<file path="config.mk">
export PLATFORM = sky130hd
export DESIGN_NAME = ccnet_tx_scheduler
export DESIGN_NICKNAME = d
export VERILOG_FILES = /design/src/rtl/ccnet_pkg.sv /design/src/rtl/ccnet_crc16_byte.sv /design/src/rtl/ccnet_tx_scheduler.sv
export SDC_FILE = /design/constraint.sdc
export NUM_CORES = 1
export LEC_CHECK = 0
export BUFFER_PORTS_ARGS = -buffer_cell sky130_fd_sc_hd__buf_2
export CORE_ASPECT_RATIO = 0.75
export CORE_MARGIN = 10
export CORE_UTILIZATION = 30
export CTS_BUF_LIST = sky130_fd_sc_hd__clkbuf_16
export DETAILED_ROUTE_END_ITERATION = 16
export PLACE_DENSITY = 0.46
export SLEW_MARGIN = 20
export SYNTH_ARGS = -nofsm -noshare
export SYNTH_HDL_FRONTEND = slang
export SYNTH_SLANG_ARGS = --single-unit
export TNS_END_PERCENT = 50
</file>
<file path="constraint.sdc">
create_clock -name CLK_10MHZ -period 5.9 [get_ports CLK_10MHZ]
set_input_delay 0.295 -clock CLK_10MHZ [delete_from_list [all_inputs] [get_ports CLK_10MHZ]]
set_output_delay 0.295 -clock CLK_10MHZ [all_outputs]
set_load 0.01 [all_outputs]
</file>
<file path="src/rtl/ccnet_pkg.sv">
// Shared CCNET framing constants, scheduler state/requester types and the
// byte-serial CRC-16 helper used by both transmit and receive paths.
package ccnet_pkg;

  localparam logic [7:0]  SYNC       = 8'h02;
  localparam logic [7:0]  CMD_RESET  = 8'h30;
  localparam logic [7:0]  CMD_POLL   = 8'h33;
  localparam logic [7:0]  CMD_ACK    = 8'h00;
  localparam logic [7:0]  CMD_ENABLE = 8'h34;
  localparam logic [3:0]  LNG_SHORT  = 4'd6;
  localparam logic [3:0]  LNG_ENABLE = 4'd12;
  localparam logic [15:0] CRC_POLY   = 16'h8408;

  // Requester indices double as bit positions in the done vector.
  typedef enum logic [1:0] {
    REQ_RESET  = 2'd0,
    REQ_ACK    = 2'd1,
    REQ_POLL   = 2'd2,
    REQ_ENABLE = 2'd3
  } reqSel_t;

  typedef enum logic [2:0] {
    ST_IDLE    = 3'd0,
    ST_LOAD    = 3'd1,
    ST_SEND    = 3'd2,
    ST_WAIT_HI = 3'd3,
    ST_WAIT_LO = 3'd4,
    ST_GAP     = 3'd5
  } txState_t;

  function automatic logic [15:0] crc16Byte(input logic [15:0] crcIn, input logic [7:0] data);
    logic [15:0] c;
    c = crcIn ^ {8'h00, data};
    for (int i = 0; i < 8; i++) begin
      if (c[0]) begin
        c = {1'b0, c[15:1]} ^ CRC_POLY;
      end else begin
        c = {1'b0, c[15:1]};
      end
    end
    return c;
  endfunction

endpackage

</file>
<file path="src/rtl/ccnet_crc16_byte.sv">
// Combinational CCNET CRC-16 step: folds one byte into a running CRC.
module ccnet_crc16_byte
  import ccnet_pkg::*;
(
  input  logic [15:0] crc_in,
  input  logic [7:0]  data,
  output logic [15:0] crc_out
);

  // next CRC for the presented byte
  always_comb begin
    crc_out = crc16Byte(crc_in, data);
  end

endmodule

</file>
<file path="src/rtl/ccnet_tx_scheduler.sv">
// Arbitrates CCNET command requests onto the shared UART transmitter, building
// each frame on the fly and enforcing an idle gap between frames.
module ccnet_tx_scheduler
  import ccnet_pkg::*;
#(
  parameter logic [7:0] DEV_ADDR   = 8'h03,
  parameter int         GAP_CYCLES = 20000,
  parameter int         BUSY_TO    = 16
) (
  input  logic        CLK_10MHZ,
  input  logic        rst,
  input  logic        req_reset,
  input  logic        req_ack,
  input  logic        req_enable,
  input  logic        req_poll,
  input  logic [23:0] bill_enable_mask,
  input  logic [23:0] escrow_mask,
  input  logic        tx_busy,
  output logic        tx_start,
  output logic [7:0]  tx_data,
  output logic [3:0]  done,
  output logic        err,
  output logic        active
);

  localparam int GW = $clog2(GAP_CYCLES + 1);
  localparam logic [GW-1:0] GAP_LAST = GW'(GAP_CYCLES - 1);
  localparam logic [4:0]    TO_LAST  = 5'(BUSY_TO - 1);

  txState_t       state_r, stateNext_s;
  reqSel_t        sel_r, selNext_s;
  logic [3:0]     lng_r, lngNext_s;
  logic [3:0]     idx_r, idxNext_s;
  logic [15:0]    crc_r, crcNext_s, crcUpd_s;
  logic [23:0]    enMask_r, enMaskNext_s;
  logic [23:0]    esMask_r, esMaskNext_s;
  logic [GW-1:0]  gapCnt_r, gapCntNext_s;
  logic [4:0]     toCnt_r, toCntNext_s;
  logic           txStart_r, txStartNext_s;
  logic [7:0]     txData_r, txDataNext_s;
  logic [3:0]     done_r, doneNext_s;
  logic           err_r, errNext_s;
  logic           active_r, activeNext_s;
  logic [7:0]     curByte_s, cmdByte_s, dataByte_s;
  logic [3:0]     dataIdx_s;
  logic           anyReq_s;

  ccnet_crc16_byte uCrc (
    .crc_in  (crc_r),
    .data    (curByte_s),
    .crc_out (crcUpd_s)
  );

  // byte map: header, data from latched masks, then CRC low/high
  always_comb begin
    dataIdx_s = idx_r - 4'd4;
    case (sel_r)
      REQ_RESET:  cmdByte_s = CMD_RESET;
      REQ_ACK:    cmdByte_s = CMD_ACK;
      REQ_POLL:   cmdByte_s = CMD_POLL;
      REQ_ENABLE: cmdByte_s = CMD_ENABLE;
      default:    cmdByte_s = CMD_POLL;
    endcase
    case (dataIdx_s)
      4'd0:    dataByte_s = enMask_r[23:16];
      4'd1:    dataByte_s = enMask_r[15:8];
      4'd2:    dataByte_s = enMask_r[7:0];
      4'd3:    dataByte_s = esMask_r[23:16];
      4'd4:    dataByte_s = esMask_r[15:8];
      4'd5:    dataByte_s = esMask_r[7:0];
      default: dataByte_s = 8'h00;
    endcase
    if (idx_r == 4'd0) begin
      curByte_s = SYNC;
    end else if (idx_r == 4'd1) begin
      curByte_s = DEV_ADDR;
    end else if (idx_r == 4'd2) begin
      curByte_s = {4'd0, lng_r};
    end else if (idx_r == 4'd3) begin
      curByte_s = cmdByte_s;
    end else if (idx_r == lng_r - 4'd2) begin
      curByte_s = crc_r[7:0];
    end else if (idx_r == lng_r - 4'd1) begin
      curByte_s = crc_r[15:8];
    end else begin
      curByte_s = dataByte_s;
    end
  end

  // next-state and next-output logic
  always_comb begin
    stateNext_s   = state_r;
    selNext_s     = sel_r;
    lngNext_s     = lng_r;
    idxNext_s     = idx_r;
    crcNext_s     = crc_r;
    enMaskNext_s  = enMask_r;
    esMaskNext_s  = esMask_r;
    gapCntNext_s  = gapCnt_r;
    toCntNext_s   = toCnt_r;
    txStartNext_s = 1'b0;
    txDataNext_s  = txData_r;
    doneNext_s    = 4'b0000;
    errNext_s     = 1'b0;
    activeNext_s  = active_r;
    anyReq_s      = req_reset | req_ack | req_enable | req_poll;

    case (state_r)
      ST_IDLE: begin
        if (anyReq_s && !tx_busy) begin
          if (req_reset) begin
            selNext_s = REQ_RESET;
          end else if (req_ack) begin
            selNext_s = REQ_ACK;
          end else if (req_enable) begin
            selNext_s = REQ_ENABLE;
          end else begin
            selNext_s = REQ_POLL;
          end
          activeNext_s = 1'b1;
          stateNext_s  = ST_LOAD;
        end else begin
          stateNext_s = ST_IDLE;
        end
      end
      ST_LOAD: begin
        crcNext_s = 16'h0000;
        idxNext_s = 4'd0;
        if (sel_r == REQ_ENABLE) begin
          lngNext_s    = LNG_ENABLE;
          enMaskNext_s = bill_enable_mask;
          esMaskNext_s = escrow_mask;
        end else begin
          lngNext_s = LNG_SHORT;
        end
        stateNext_s = ST_SEND;
      end
      ST_SEND: begin
        txDataNext_s  = curByte_s;
        txStartNext_s = 1'b1;
        if (idx_r < lng_r - 4'd2) begin
          crcNext_s = crcUpd_s;
        end else begin
          crcNext_s = crc_r;
        end
        toCntNext_s = 5'd0;
        stateNext_s = ST_WAIT_HI;
      end
      ST_WAIT_HI: begin
        if (tx_busy) begin
          stateNext_s = ST_WAIT_LO;
        end else if (toCnt_r == TO_LAST) begin
          errNext_s    = 1'b1;
          activeNext_s = 1'b0;
          gapCntNext_s = '0;
          stateNext_s  = ST_GAP;
        end else begin
          toCntNext_s = toCnt_r + 5'd1;
        end
      end
      ST_WAIT_LO: begin
        if (!tx_busy) begin
          idxNext_s = idx_r + 4'd1;
          if (idx_r == lng_r - 4'd1) begin
            case (sel_r)
              REQ_RESET:  doneNext_s = 4'b0001;
              REQ_ACK:    doneNext_s = 4'b0010;
              REQ_POLL:   doneNext_s = 4'b0100;
              REQ_ENABLE: doneNext_s = 4'b1000;
              default:    doneNext_s = 4'b0000;
            endcase
            activeNext_s = 1'b0;
            gapCntNext_s = '0;
            stateNext_s  = ST_GAP;
          end else begin
            stateNext_s = ST_SEND;
          end
        end else begin
          stateNext_s = ST_WAIT_LO;
        end
      end
      ST_GAP: begin
        if (gapCnt_r == GAP_LAST) begin
          stateNext_s = ST_IDLE;
        end else begin
          gapCntNext_s = gapCnt_r + GW'(1);
        end
      end
      default: begin
        activeNext_s = 1'b0;
        gapCntNext_s = '0;
        stateNext_s  = ST_GAP;
      end
    endcase
  end

  // state and output registers; reset drops any frame in flight
  always_ff @(posedge CLK_10MHZ) begin
    if (rst) begin
      state_r   <= ST_GAP;
      sel_r     <= REQ_RESET;
      lng_r     <= LNG_SHORT;
      idx_r     <= 4'd0;
      crc_r     <= 16'h0000;
      enMask_r  <= 24'h000000;
      esMask_r  <= 24'h000000;
      gapCnt_r  <= '0;
      toCnt_r   <= 5'd0;
      txStart_r <= 1'b0;
      txData_r  <= 8'h00;
      done_r    <= 4'b0000;
      err_r     <= 1'b0;
      active_r  <= 1'b0;
    end else begin
      state_r   <= stateNext_s;
      sel_r     <= selNext_s;
      lng_r     <= lngNext_s;
      idx_r     <= idxNext_s;
      crc_r     <= crcNext_s;
      enMask_r  <= enMaskNext_s;
      esMask_r  <= esMaskNext_s;
      gapCnt_r  <= gapCntNext_s;
      toCnt_r   <= toCntNext_s;
      txStart_r <= txStartNext_s;
      txData_r  <= txDataNext_s;
      done_r    <= doneNext_s;
      err_r     <= errNext_s;
      active_r  <= activeNext_s;
    end
  end

  assign tx_start = txStart_r;
  assign tx_data  = txData_r;
  assign done     = done_r;
  assign err      = err_r;
  assign active   = active_r;

endmodule

</file>
---- Yosys cells after proc, flatten, opt, wreduce, memory -nomap -nowiden ----
Index checks and enable logic that the tools add are counted.
storage, ports and cells
  flip-flop bits (word level) ............. 112
  bits in latches ......................... 0
  bits in writable memories ............... 0
  bits in read-only memories .............. 0
  input port bits ......................... 55
  output and inout port bits .............. 15
  logic and storage cells ................. 138
  memories ................................ 0
operators by class
  $add $sub $neg .......................... 6
  multiply operators ...................... 0
  div/mod/pow operators ................... 0
  order comparisons ....................... 1
  eq/ne operators ......................... 30
  shift-type cells ........................ 0
  multiplexer cells ....................... 49
  bitwise logic cells ..................... 17
  reduce and logical (&&, ||, !) cells .... 21
operators by type and width
  kind                                                  count
  2-to-1 mux 16 bit                                     9
  2-to-1 mux 15 bit                                     5
  one-hot mux 15 bit (4 select lines)                   1
  2-to-1 mux 8 bit                                      6
  one-hot mux 8 bit (6 select lines)                    1
  one-hot mux 16 bit (2 select lines)                   1
  one-hot mux 8 bit (4 select lines)                    1
  NOT 2 -> 3 bit                                        8
  != test 2 bit (second input constant)                 9
  one-hot mux 3 bit (6 select lines)                    1
  equality test 4 x 2 -> 1 bit (second input constant)  4
  one-hot mux 4 bit (4 select lines)                    1
  bitwise XOR 16 x 8 -> 16 bit                          1
  adder 15 x 1 -> 15 bit (second input constant)        1
  equality test 15 bit (second input constant)          1
  2-to-1 mux 3 bit                                      5
  AND reduction 6 bit                                   2
  2-to-1 mux 5 bit                                      2
  one-hot mux 5 bit (2 select lines)                    1
  AND reduction 2 bit                                   5
  2-to-1 mux 1 bit                                      9
  OR reduction 3 bit                                    3
  equality test 4 x 1 -> 1 bit (second input constant)  2
  equality test 4 x 3 -> 1 bit (second input constant)  2
  28 further kinds                                      43

---- Logic depth before layout (Yosys ltp) ----
  depth in word-level cells ............... 28
  mapped depth ............................ 13
  gate-level depth less buffers ........... 10

---- By module ----
A second synthesis with hierarchy kept.
unflattened totals
  cell total of the unflattened synthesis .. 649
  area, all modules ....................... 5391.4 sq um
by module, submodules not included
  module              instances  cells an instance  area each (sq um)  seq. area each (sq um)
  ccnet_tx_scheduler  1          624                5011.1             2202.1
  ccnet_crc16_byte    1          25                 380.4              0.0

---- Worst setup path after synthesis ----
Ideal clock, no wire load.
  path type ............................... flip-flop to flip-flop
  from .................................... reg idx_r[0]
  to ...................................... reg crc_r[8]
  setup time .............................. 0.117 ns
  data arrival time ....................... 2.710 ns
  data required time ...................... 5.783 ns
  setup slack ............................. 3.073 ns
  stages on the path, launching flop included .. 14
  buffers on the path ..................... 3
  clock period less this slack ............ 2.827 ns
  cells stage by stage .................... dfxtp_1 > buf_2 > buf_2 > inv_1 > ha_1 > buf_2 > a22oi_1 > a21oi_1 > o31ai_1 > mux2i_1 > o311ai_1 > xnor2_1 > xnor2_1 > a22o_1
on the way
  word-level cells in the longest chain between the ends .. 21
  elaborated cells between the ends (all ways) .. 36
  classes of those cells .................. add/sub (1); order compare (1); eq/ne (11); mux (17); bitwise (3); reduce/logical (3)
ends and longest elaborated chain
  item                                                                  line                       source
  start: declaration                                                    ccnet_tx_scheduler.sv:33   logic [3:0] idx_r, idxNext_s;
  start signal: assignment                                              ccnet_tx_scheduler.sv:218  idx_r <= idxNext_s;
  subtractor 4 x 3 -> 4 bit                                             ccnet_tx_scheduler.sv:56   dataIdx_s = idx_r - 4'd4;
  equality test 4 x 3 -> 1 bit (tied with other cells)                  ccnet_tx_scheduler.sv:64   case (dataIdx_s)
  one-hot mux 8 bit (6 select lines)                                    ccnet_tx_scheduler.sv:64
  2-to-1 mux 8 bit                                                      ccnet_tx_scheduler.sv:83   end else if (idx_r == lng_r - 4'd1) begin
  2-to-1 mux 8 bit                                                      ccnet_tx_scheduler.sv:81   end else if (idx_r == lng_r - 4'd2) begin
  2-to-1 mux 8 bit                                                      ccnet_tx_scheduler.sv:79   end else if (idx_r == 4'd3) begin
  2-to-1 mux 8 bit                                                      ccnet_tx_scheduler.sv:77   end else if (idx_r == 4'd2) begin
  2-to-1 mux 8 bit                                                      ccnet_tx_scheduler.sv:75   end else if (idx_r == 4'd1) begin
  2-to-1 mux 8 bit                                                      ccnet_tx_scheduler.sv:73   if (idx_r == 4'd0) begin
  bitwise XOR 16 x 8 -> 16 bit                                          ccnet_pkg.sv:33            c = crcIn ^ {8'h00, data};
  2-to-1 mux 16 bit                                                     ccnet_pkg.sv:35            if (c[0]) begin
  2-to-1 mux 16 bit / NOT 2 -> 3 bit (equally long branches)            n/a
  2-to-1 mux 16 bit (3 in series)                                       ccnet_pkg.sv:35
  NOT 2 -> 3 bit (no line) / 2-to-1 mux 16 bit (equally long branches)  n/a
  2-to-1 mux 16 bit (3 in series)                                       ccnet_pkg.sv:35
  2-to-1 mux 16 bit                                                     ccnet_tx_scheduler.sv:141  if (idx_r < lng_r - 4'd2) begin
  one-hot mux 16 bit (2 select lines)                                   ccnet_tx_scheduler.sv:108  case (state_r)
  end signal: assignment                                                ccnet_tx_scheduler.sv:219  crc_r <= crcNext_s;
  end: declaration                                                      ccnet_tx_scheduler.sv:34   logic [15:0] crc_r, crcNext_s, crcUpd_s;
Several ways; a longest one is shown, not always the timed one. The select of a mux whose other input is x is not followed.
A chain may end at the register's enable or synchronous reset.

---- Worst setup path after layout ----
Ends and elaborated chain as after synthesis.

==> summary.txt <==
Clocking
  • H-tree depth: 3
  • Clk slew on worst S/H paths: 0.07 ns
  • Root Buffer: clkbuf_16
  • Hold_buf cts: 0
  • Post-cts sizing count: 0
  • # clock sinks: between 100 and 150
  • Cts bufs inserted: 9
  • CTS tree: built
  • Clk Latency, worst-skew pair: around 0.36 ns
  • Max clock buf depth: 2
  • Setup Fix Bufs, Post-CTS: 0

Pwr
  • P_int: 1131 uW
  • Clk pwr share: 0.450
  • Net Switching: just under 300 uW
  • Sw Ratio: 0.2075
  • Logic pwr share: 0.028
  • Power Dens Cells: 232.9 mW/mm2
  • Pleak: about 0.0021 uW
  • Peak VDD IR: 0.1315 mV
  • Sequential Power Share: 0.522

Timing
  • Hold Fails Final Rpt: 0
  • Worst slew margin relative to its limit: 0.2129
  • WHS: roughly 0.17 ns
  • Final TNS setup: 0 ns
  • Unrepaired setup endpoints after global routing: no
  • Clock Skew: between 0.006 and 0.007 ns
  • Period utilisation layout: 0.6132
  • Slew @ Worst Pin: about 1.2 ns
  • F_max: between 0.2 and 0.3 GHz
  • Final setup violation count: 0
  • Period minus WS final: between 3 and 4 ns
  • Slew Viols, Final: 0

Worst setup path
  • CP endpoint kind: register
  • WP data required: about 6.2 ns
  • WP data arrival: roughly 3.9 ns
  • Crit Path Class: reg -> reg
  • CP max FO: 21
  • Startpoint class of the critical path: register

Run
  • Max-cap violations: 0

Synthesis
  • Top cells by count, synth: nand2_1 (144), dfxtp_1 (110), a21oi_1 (88)
  • Most common cell in the synthesized netlist: nand2_1
  • Cells after Synth: between 600 and 700
  • Top cells by area, synth: dfxtp_1 (41%), nand2_1 (10%), a21oi_1 (8.3%)
  • Mapped cell area: 0.005319 mm2
  • Yosys top cell by area: dfxtp_1
  • Synthesized-area fraction occupied by and/or/nand/nor cells: 0.2242
  • Largest family of logic cells by synthesized area: simple AND/OR/NAND/NOR gates
  • Multiplexer share of the synthesized area: 0.01741
  • Syn Nets: 729
  • Syn_area_per_cell: approximately 8.0 um2
  • EDFF count, synth: 0
  • Adder-Cell Fraction of Synth Area: 0.02352
  • Synth async-reset ratio: 0
  • Post-synthesis compound-gate area fraction: 0.2127
  • Synth top area share: 0.4140
  • Seq/Total Area, Yosys: 0.4140
  • Distinct cells, synth: between 60 and 70
  • Yosys Warn Count: 0
  • Synth Register Bits: 110
  • Post-Synth XOR/XNOR Area: 0.06516
  • Primary FF master, synth: dfxtp_1

Hold path
  • Hold Crit Class: in -> reg

Detailed routing
  • Highest routed layer: met4
  • Vias/cell: around 5.0
  • Detail Route Antenna Nets: 0
  • DR WL met2: 6362 um
  • First-pass DRT Iterations: 5
  • Drc violations: 0
  • Detailed route wirelength on metal3: about 850 um
  • Drt initial violations: between 300 and 400
  • Final WL: about 15000 um
  • M1 WL: a little under 8000 um
  • Routed len/inst: 15.89 um
  • Vias: between 4k and 5k

Die
  • Number of top-level pins: 70
  • Initial Util: 0.3039
  • Core ar.: 0.01750 mm2
  • Die footprint: approximately 0.024 mm2
  • Die Height: approximately 140 um
  • Standard-cell rows: 42
  • Die X: about 170 um

Placement
  • Gpl congestion: approximately 0.83
  • Port Buf Inserts: about 70
  • DP HPWL: about 11000 um

Run status
  • Status: completed

Global routing
  • First-pass GRT wire length: 24700 um
  • Vias in the first global route: 4720
  • Largest net degree at the start of global routing: 50
  • Initial antenna violation count: 0
  • GRT Util Overall: 0.1285
  • Grt ovf: 0

Cells and area
  • Layout cell share with drive strength beyond 1: 0.1481
  • Number of diodes: 0
  • Storage cell area: 0.002202 mm2
  • Area of the multi-input gates: 0.002899 mm2
  • Final #Nets: 769
  • Synth-to-layout area growth: 15.20%
  • Fillers: approximately 1.8k
## cell type report
type	instances	area share
clock buffer	9	0.03676
clock inverter	7	0.01450
inverter	13	0.007964
multi-input combinational	499	0.4731
sequential	110	0.3594
tap	242	0.04942
timing repair buffer	71	0.05881
## per-layer routing
metal / GRT usage / vias to the layer above
li1: - / 2393
met1: 0.1755 / 2257
met2: 0.1903 / 91
met3: 0.03983 / 18
met4: 0.03742 / 0
met5: 0 / -
## power by group through the flow
| stage | Combinational (uW) | Clock (uW) | Sequential [uW] |
|---|---|---|---|
| floorplan | 17.1 | 0 | 763 |
| finish | 39.3 | 642 | 746 |
| CTS | 39.8 | 665 | 745 |
| global placement | 38.7 | 0 | 763 |
| global route | 43.8 | 698 | 746 |
| detailed placement | 39.7 | 0 | 763 |
## registers in the layout (all words and copies together) (netlist names), 4 cells and up
register and count:
esMask_r 24, tx_data 8, idx_r 4, toCnt_r 5, crc_r 16, enMask_r 24
gapCnt_r 15, done 4
## final timing paths
path | startpoint | cells past startpoint | end | slack [ns]
max | idx_r[0] | 10 | crc_r[8] | 2.28
min reg2reg | enMask_r[0] | 2 | enMask_r[0] | 0.46
min | escrow_mask[10] | 3 | esMask_r[10] | 0.17
max reg2reg | idx_r[0] | 10 | crc_r[8] | 2.28
## worst max-delay path: stages (launching register included)
cell,delay (ns)
dfxtp_1,0.78
inv_1,0.26
ha_1,0.54
a22oi_1,0.29
a21oi_1,0.11
o31ai_1,0.51
mux2i_1,0.26
o311ai_1,0.17
xnor2_1,0.29
xnor2_1,0.11
a22o_1,0.19
## layout by cell type, fill, tap and decap left out, drive strengths merged, types with 4 or more instances in the layout
cell / netlist / final
a211oi: 4 / 4
a21oi: 89 / 89
a22o: 7 / 7
a22oi: 24 / 24
a31oi: 4 / 4
and2: 5 / 5
and3: 6 / 6
buf: 15 / 71
clkbuf: 27 / 9
dfxtp: 110 / 110
ha: 10 / 10
inv: 13 / 15
mux2i: 7 / 7
nand2: 144 / 144
nand2b: 4 / 4
nand3: 14 / 14
nand4: 7 / 7
nor2: 47 / 47
nor3: 11 / 11
nor4: 4 / 4
o21ai: 18 / 18
o21bai: 4 / 4
o22ai: 5 / 5
or3: 7 / 7
xnor2: 19 / 19
xor2: 18 / 18
## through the flow
stage / cell area (um2) / utilization / total power [uW] / worst slack (ns) / cells
4_1_cts: 6123 / 0.3499 / 1451 / 2.317 / 951
5_1_grt: 6127 / 0.3501 / 1487 / 2.022 / 951
3_3_place_gp: 5809 / 0.3320 / 801.5 / 2.474 / 935
6_report: 6127 / 0.3501 / 1427 / 2.282 / 951
2_1_floorplan: 5319 / - / 779.6 / 3.073 / 664
3_5_place_dp: 5809 / 0.3320 / 802.6 / 2.340 / 935
## kinds of logic after synthesis
family	after synthesis
xor+xnor	37
fa+ha+maj	10
flops	110
compound gates	179
buf+inv	55
mux	9
simple gates	264
No activity file was read; power rests on OpenSTA's default activity.
